[src/rtl/if_prefetch_unit.sv]
// Instruction-fetch controller: owns the PC, runs the MAR/mem_en/MFC read handshake,
// buffers fetched words in a DEPTH-entry queue drained by the decoder, supports redirect and MFC timeout.
module if_prefetch_unit #(
  parameter int                 ADDR_W   = 16,
  parameter int                 DATA_W   = 16,
  parameter int                 DEPTH    = 2,
  parameter logic [ADDR_W-1:0]  RESET_PC = '0,
  parameter int                 TIMEOUT  = 15
) (
  input  logic              clk,
  input  logic              rst,
  output logic [ADDR_W-1:0] mem_addr,
  output logic              mem_en,
  output logic              mem_rw,
  output logic              mar_en,
  input  logic              mfc,
  input  logic [DATA_W-1:0] mem_data,
  output logic [DATA_W-1:0] instr,
  output logic [ADDR_W-1:0] instr_pc,
  output logic              instr_valid,
  input  logic              instr_ready,
  input  logic              pc_load,
  input  logic [ADDR_W-1:0] pc_load_val,
  output logic              fault,
  output logic [ADDR_W-1:0] fault_addr
);

  localparam int CW = $clog2(DEPTH + 1);
  localparam int WW = $clog2(TIMEOUT + 1);

  typedef enum logic [1:0] {S_IDLE, S_ADDR, S_REQ, S_FAULT} state_t;

  state_t            r_state;
  logic [ADDR_W-1:0] r_pc;
  logic [ADDR_W-1:0] r_mar;
  logic [ADDR_W-1:0] r_fault_addr;
  logic [WW-1:0]     r_wait;
  logic              r_mem_en;
  logic              r_mar_en;
  logic              r_fault;
  logic [CW-1:0]     r_count;
  logic [DATA_W-1:0] r_q_data [DEPTH];
  logic [ADDR_W-1:0] r_q_pc   [DEPTH];

  logic              w_pop;
  logic              w_push;
  logic [CW-1:0]     w_wr_idx;

  assign w_pop    = (r_count != '0) && instr_ready;
  assign w_push   = (r_state == S_REQ) && mfc;
  assign w_wr_idx = w_pop ? (r_count - CW'(1)) : r_count;

  // Fetch FSM: a fetch starts only when a queue slot is guaranteed, so at most one is in flight.
  always_ff @(posedge clk) begin
    if (rst) begin
      r_state      <= S_IDLE;
      r_pc         <= RESET_PC;
      r_mar        <= '0;
      r_wait       <= '0;
      r_mem_en     <= 1'b0;
      r_mar_en     <= 1'b0;
      r_fault      <= 1'b0;
      r_fault_addr <= '0;
    end else if (pc_load) begin
      r_state  <= S_IDLE;
      r_pc     <= pc_load_val;
      r_wait   <= '0;
      r_mem_en <= 1'b0;
      r_mar_en <= 1'b0;
      r_fault  <= 1'b0;
    end else begin
      case (r_state)
        S_IDLE: begin
          if ((r_count < CW'(DEPTH)) || w_pop) begin
            r_state  <= S_ADDR;
            r_mar_en <= 1'b1;
          end
        end
        S_ADDR: begin
          r_mar    <= r_pc;
          r_mar_en <= 1'b0;
          r_mem_en <= 1'b1;
          r_state  <= S_REQ;
        end
        S_REQ: begin
          if (mfc) begin
            r_pc     <= r_pc + ADDR_W'(1);
            r_wait   <= '0;
            r_mem_en <= 1'b0;
            r_state  <= S_IDLE;
          end else if (r_wait == WW'(TIMEOUT - 1)) begin
            r_fault      <= 1'b1;
            r_fault_addr <= r_mar;
            r_wait       <= '0;
            r_mem_en     <= 1'b0;
            r_state      <= S_FAULT;
          end else begin
            r_wait <= r_wait + WW'(1);
          end
        end
        S_FAULT: r_state <= S_FAULT;
        default: r_state <= S_IDLE;
      endcase
    end
  end

  // Shift queue: entry 0 is always the head, so instr/instr_pc come straight from registers.
  always_ff @(posedge clk) begin
    if (rst || pc_load) begin
      r_count <= '0;
      for (int i = 0; i < DEPTH; i++) begin
        r_q_data[i] <= '0;
        r_q_pc[i]   <= '0;
      end
    end else begin
      if (w_pop) begin
        for (int i = 0; i < DEPTH - 1; i++) begin
          r_q_data[i] <= r_q_data[i+1];
          r_q_pc[i]   <= r_q_pc[i+1];
        end
      end
      if (w_push) begin
        for (int i = 0; i < DEPTH; i++) begin
          if (CW'(i) == w_wr_idx) begin
            r_q_data[i] <= mem_data;
            r_q_pc[i]   <= r_mar;
          end
        end
      end
      if (w_push && !w_pop)
        r_count <= r_count + CW'(1);
      else if (w_pop && !w_push)
        r_count <= r_count - CW'(1);
    end
  end

  assign mem_addr    = r_mar;
  assign mem_en      = r_mem_en;
  assign mem_rw      = 1'b1;
  assign mar_en      = r_mar_en;
  assign instr       = r_q_data[0];
  assign instr_pc    = r_q_pc[0];
  assign instr_valid = (r_count != '0);
  assign fault       = r_fault;
  assign fault_addr  = r_fault_addr;

endmodule

[config.mk]
export PLATFORM = sky130hd
export DESIGN_NAME = if_prefetch_unit
export DESIGN_NICKNAME = d
export VERILOG_FILES = /design/src/rtl/if_prefetch_unit.sv
export SDC_FILE = /design/constraint.sdc
export NUM_CORES = 1
export LEC_CHECK = 0
export CORE_MARGIN = 5
export CORE_UTILIZATION = 51
export CTS_CLUSTER_SIZE = 28
export DETAILED_ROUTE_END_ITERATION = 12
export GPL_ROUTABILITY_DRIVEN = 0
export GPL_TIMING_DRIVEN = 0
export PLACE_DENSITY = 0.78
export SKIP_CTS_REPAIR_TIMING = 1
export SYNTH_ARGS = -nofsm -noshare
export SYNTH_HDL_FRONTEND = slang
export SYNTH_SLANG_ARGS = --single-unit
[constraint.sdc]
create_clock -name clk -period 8.9 [get_ports clk]
set_input_delay 1.335 -clock clk [delete_from_list [all_inputs] [get_ports clk]]
set_output_delay 1.335 -clock clk [all_outputs]
set_load 0.01 [all_outputs]
-- After elaboration in Yosys (flattened, before gate mapping)
Memories as Yosys holds them, arrays and structs flattened.
Index checks and enable logic that the tools add are counted.
Widths: inputs -> output; s select.
- add/sub/neg operators: 4
- $lt $le $gt $ge: 1
- equality and inequality tests: 7
- muxes and demuxes: 36
- bitwise logic cells: 8
- reductions and logical operators: 24
- operators with widths (operator ; number):
    $mux 16 ; 9
    $add 16x1->16 const B ; 1
    $mux 1 ; 16
    $mux 2 ; 6
    $reduce_bool 2->1 ; 6
    $reduce_and 2->1 ; 5
    $mux 4 ; 2
    $pmux 2 s4 ; 1
    $or 1x1->1 ; 6
    $add 4x1->4 const B ; 1
    $eq 2x2->1 const B ; 2
    $eq 4x4->1 const B ; 1
    $logic_and 1x1->1 ; 4
    $logic_not 2->1 ; 2
    $pmux 1 s2 ; 2
    $reduce_and 4->1 ; 1
    $ne 3x2->1 const B ; 1
    $reduce_and 3->1 ; 1
    $add 2x1->2 const B ; 1
    $eq 1x2->1 const A ; 1
    $eq 2x1->1 const B ; 1
    $logic_not 1->1 ; 2
    $logic_or 1x1->1 ; 2
    $lt 2x2->1 const B ; 1
    4 further kinds ; 5
- register bits after elaboration: 59
- RAM bits: 64
- input bits: 37
- word-level logic and storage cells: 91
- memories: 2
- memory list (memory ; depth ; bits a word ; read ports ; clocked after memory_dff ; write ports ; line ; text):
    r_q_data ; 2 ; 16 ; 2 ; 0 ; 2 ; 42 ; logic [DATA_W-1:0] r_q_data [DEPTH];
    r_q_pc ; 2 ; 16 ; 2 ; 0 ; 2 ; 43 ; logic [ADDR_W-1:0] r_q_pc [DEPTH];

-- Logic depth before layout (Yosys ltp)
- word-level depth: 9
- mapped depth: 9
- mapped depth without buffers: 6

-- Worst setup path after synthesis
OpenSTA, ideal clock, no wires.
- kind: input to register
- from: input instr_ready
- to: memory r_q_data[1][0] (netlist: r_q_data[0][16]) (enable)
- arrival time: 4.124 ns
- slack: 4.311 ns
- stages on the path: 4
- path buffers: 1
- cell sequence: nor2b_1 > clkbuf_1 > a31oi_1 > o21ai_0
- RTL lines (what ; line ; text):
    start, declared ; 21 ; input logic instr_ready,
    end, declared ; 42 ;

-- Worst setup path after layout
- from: register r_count[1]
- to: output instr_valid
- word-level cells in the longest chain between the ends: 1
- RTL lines (what ; line ; text):
    start, declared ; 41 ; logic [CW-1:0] r_count;
    start signal, assigned ; 131 ; r_count <= r_count + CW'(1);
    start signal, assigned ; 133 ; r_count <= r_count - CW'(1);
    $reduce_bool 2->1 ; 143 ; assign instr_valid = (r_count != '0);
    end, declared ; 20 ; output logic instr_valid,
Every way passes these cells.

==> summary.md <==
| Metric | Value |
|---|---|
| Final Slew Violations | `0` |
| Crit Path Class | `reg -> out` |
| Number of routed nets with antenna violations | `0` |
| Largest net degree at the start of global routing | `33` |
| Asr flop ratio synth | `0%` |
| CTS Sinks | `123` |
| GRT Total Usage | `~21%` |
| P&R area growth vs syn | `31.6%` |
| Number of diodes | `0` |
| CTS Root Cell | `clkbuf_8` |
| Synthesized cell area | `5710 sq um` |
| Reg2reg end | `r_q_pc[0][9]` |
| Hpwl dp | `between 9 and 10 mm` |
| CP startpoint kind | `flop` |
| Initial antenna violation count | `0` |
| Sequential area share after synthesis | `a little over half` |
| Via count | `~4500` |
| Post-Place Cell Area | `between 6000 and 7000 sq um` |
| Ports | `~110` |
| Post-Route WL | `around 13 mm` |
| Starting Density | `52.4%` |
| # setup viols final | `0` |
| Worst Reg-to-Reg Cells | `9` |
| DRC viols | `0` |
| Synth cell types | `56` |
| Clock transition at the registers of the reported paths | `0.06 ns` |
| Max-cap viol count | `0` |
| Slew margin rel. | `61.1%` |
| RSZ-0062 raised after global routing | `no` |
| Die X | `116 um` |
| Crit. End Element | `output pin` |
| Post-route cell area | `7510 sq um` |
| DIE AREA | `~13000 sq um` |
| Status | `completed` |
| Reg2Reg Setup Slack | `5.92 ns` |
| Final TNS setup | `0 ns` |
| Cts bufs inserted | `17` |
| Final period util | `38.9%` |
| Die H | `about 120 um` |
| WP data arrival | `2.13 ns` |
| Vias in the first global route | `4559` |
| IO buf count | `a little over 100` |
| Slowest CP cell | `clkdlybuf4s50_1` |
| Worst slew pin tran | `roughly 0.6 ns` |
| Largest cells by area after synthesis | `edfxtp_1, dfxtp_1, nand2_1` |
| EDFF count, synth | `64` |
| Clock Skew | `between 0.009 and 0.01 ns` |
| Post-synth top area cell | `edfxtp_1` |
| Syn Nets | `634` |
| Leak | `0.00279 uW` |
| Via density | `5.23` |
| Post-synth top cells | `nand2_1, edfxtp_1, dfxtp_1` |
| Crit path max fanout | `8` |
| Nets | `758` |
| WP data required | `7.57 ns` |
| First-pass GRT wire length | `21.6 mm` |
| Top FF cell, synth | `edfxtp_1` |
| Mean area per synthesized cell | `approximately 9.7 sq um` |
| Max VDD drop | `0.119 mV` |
| Most common cell in the netlist | `nand2_1` |
| Hold Path Cell Cnt | `2` |
| WHS Endpoint | `fault_addr[3]` |
| Tmin final | `between 3 and 4 ns` |
| Critical path, cell by cell | `clkbuf_1, inv_1, ha_1, inv_1, clkdlybuf4s50_1` |
| Synthesized instance count | `588` |
| CTS tree | `yes` |
| H-tree depth | `4` |
| Largest stage delay on the critical path | `0.52 ns` |
| Core footprint | `roughly 11000 sq um` |
| Share of post-route cells with drive strength above 1 | `12.4%` |
| Seq cells post-synth | `123` |
| Initial DRC count | `311` |
| Min-delay src | `fault_addr[3]` |
| 1st-pass router iterations | `5` |
| Worst setup path startpoint | `r_count[1]` |
| Top-area cell type share of the netlist area | `approximately a third` |
| Fmax achieved | `a little under 300 MHz` |
| Synth Warn # | `0` |
| PwrDens | `roughly 180 nW/um^2` |
| Most used cell, CP | `inv_1` |
| Wire per inst | `15.3 um` |
| Rows | `38` |
| Worst Hold Class | `reg -> reg` |
| Worst-Skew Late Latency | `0.52 ns` |
| Clk buf depth | `2` |
| Final count of hold timing violations | `0` |
| Grt ovf | `0` |
| Start of the worst register-to-register path | `r_count[1]` |
==> worst max-delay path by stage <==
stage / endpoint / slack (ns) / depth (start not counted)
final: instr_valid / 5.43 / 5
after global routing: instr_valid / 5.32 / 5
after CTS: r_q_pc[0][9] / 5.14 / 5
after detailed placement: r_q_pc[0][9] / 4.61 / 5
after global placement: r_q_pc[0][21] / 2.82 / 5
after floorplan: r_q_data[0][16] / 4.31 / 4
==> critical path, delay by kind of cell (launching register included) <==
kind / cells / cell delay, ns
adders and majority gates: 1 / 0.24
buffers and inverters: 4 / 1.06
DFF: 1 / 0.30
==> metal layers <==
metal	global-route usage [%]	wire [um]
met4	8.82	289
met5	0	0
met2	34.5	6620
met1	25.4	5540
met3	5.01	750
==> logic make-up after synthesis <==
group                      synth area share, %
AOI/OAI and AO/OA                         11.3
xor gates and xnor gates                  1.69
adders and majority gates                 2.32
buffers and inverters                     8.76
DFF                                       54.3
muxes                                    0.920
other                                   0.0657
and+or+nand+nor                           20.6
==> metrics by stage <==
stage                     setup WS, ns  power (uW)  instances  util (%)  hold slack [ns]
after detailed placement          4.61         749        832      63.9            0.447
after floorplan                   4.31         697        588         -            0.448
after global routing              5.32        1400        865      69.0            0.475
final                             5.43        1350        865      69.0            0.454
after CTS                         5.14        1360        864      68.8            0.454
after global placement            2.82         745        831      63.5            0.446
==> flip-flops by register name, summed over array words and instances (netlist names) <==
| name | cells |
|---|---|
| r_q_pc | 32 |
| r_q_data | 32 |
| r_count | 2 |
| mem_addr | 16 |
| fault | 1 |
| mem_en | 1 |
| r_state | 2 |
| mar_en | 1 |
| fault_addr | 16 |
| r_wait | 4 |
| r_pc | 16 |
==> cell usage in the layout, fill, tap and decap left out, types with 3 or more instances in the layout <==
master and instances:
clkbuf_8 3, o21a_1 7, xor2_1 6, xnor2_1 5, nor4_1 5, nand3_1 37, o21ai_0 31, clkinv_2 7
nor2_1 13, buf_6 3, clkbuf_16 16, clkbuf_2 3, buf_4 35, nand2b_1 4, nor3_1 9, clkdlybuf4s50_1 103
nand4_1 6, clkbuf_1 26, dfxtp_1 59, nand3b_1 3, edfxtp_1 64, inv_1 18, nor2b_1 7, and2_1 34
a21oi_1 47, nand2_1 105, or3_1 4, ha_1 9, o21ai_1 5, buf_2 7, mux2i_1 3
==> where the power goes <==
| group | total, uW | switching, uW | leakage (uW) | internal (uW) |
|---|---|---|---|---|
| combinational | 109 | 49.4 | 0.00132 | 59.2 |
| clock | 616 | 235 | 0.000269 | 381 |
| sequential | 631 | 13.4 | 0.00119 | 617 |
==> final cells by class <==
class	count	area, sq um
Clock buffer	23	457
Multi-Input combinational cell	376	2120
Fill cell	814	3370
Timing Repair Buffer	105	1090
Clock inverter	9	73.8
Sequential cell	123	3100
Tap cell	140	175
Buffer	71	433
Inverter	18	67.6
No activity file was read; power rests on OpenSTA's default activity.
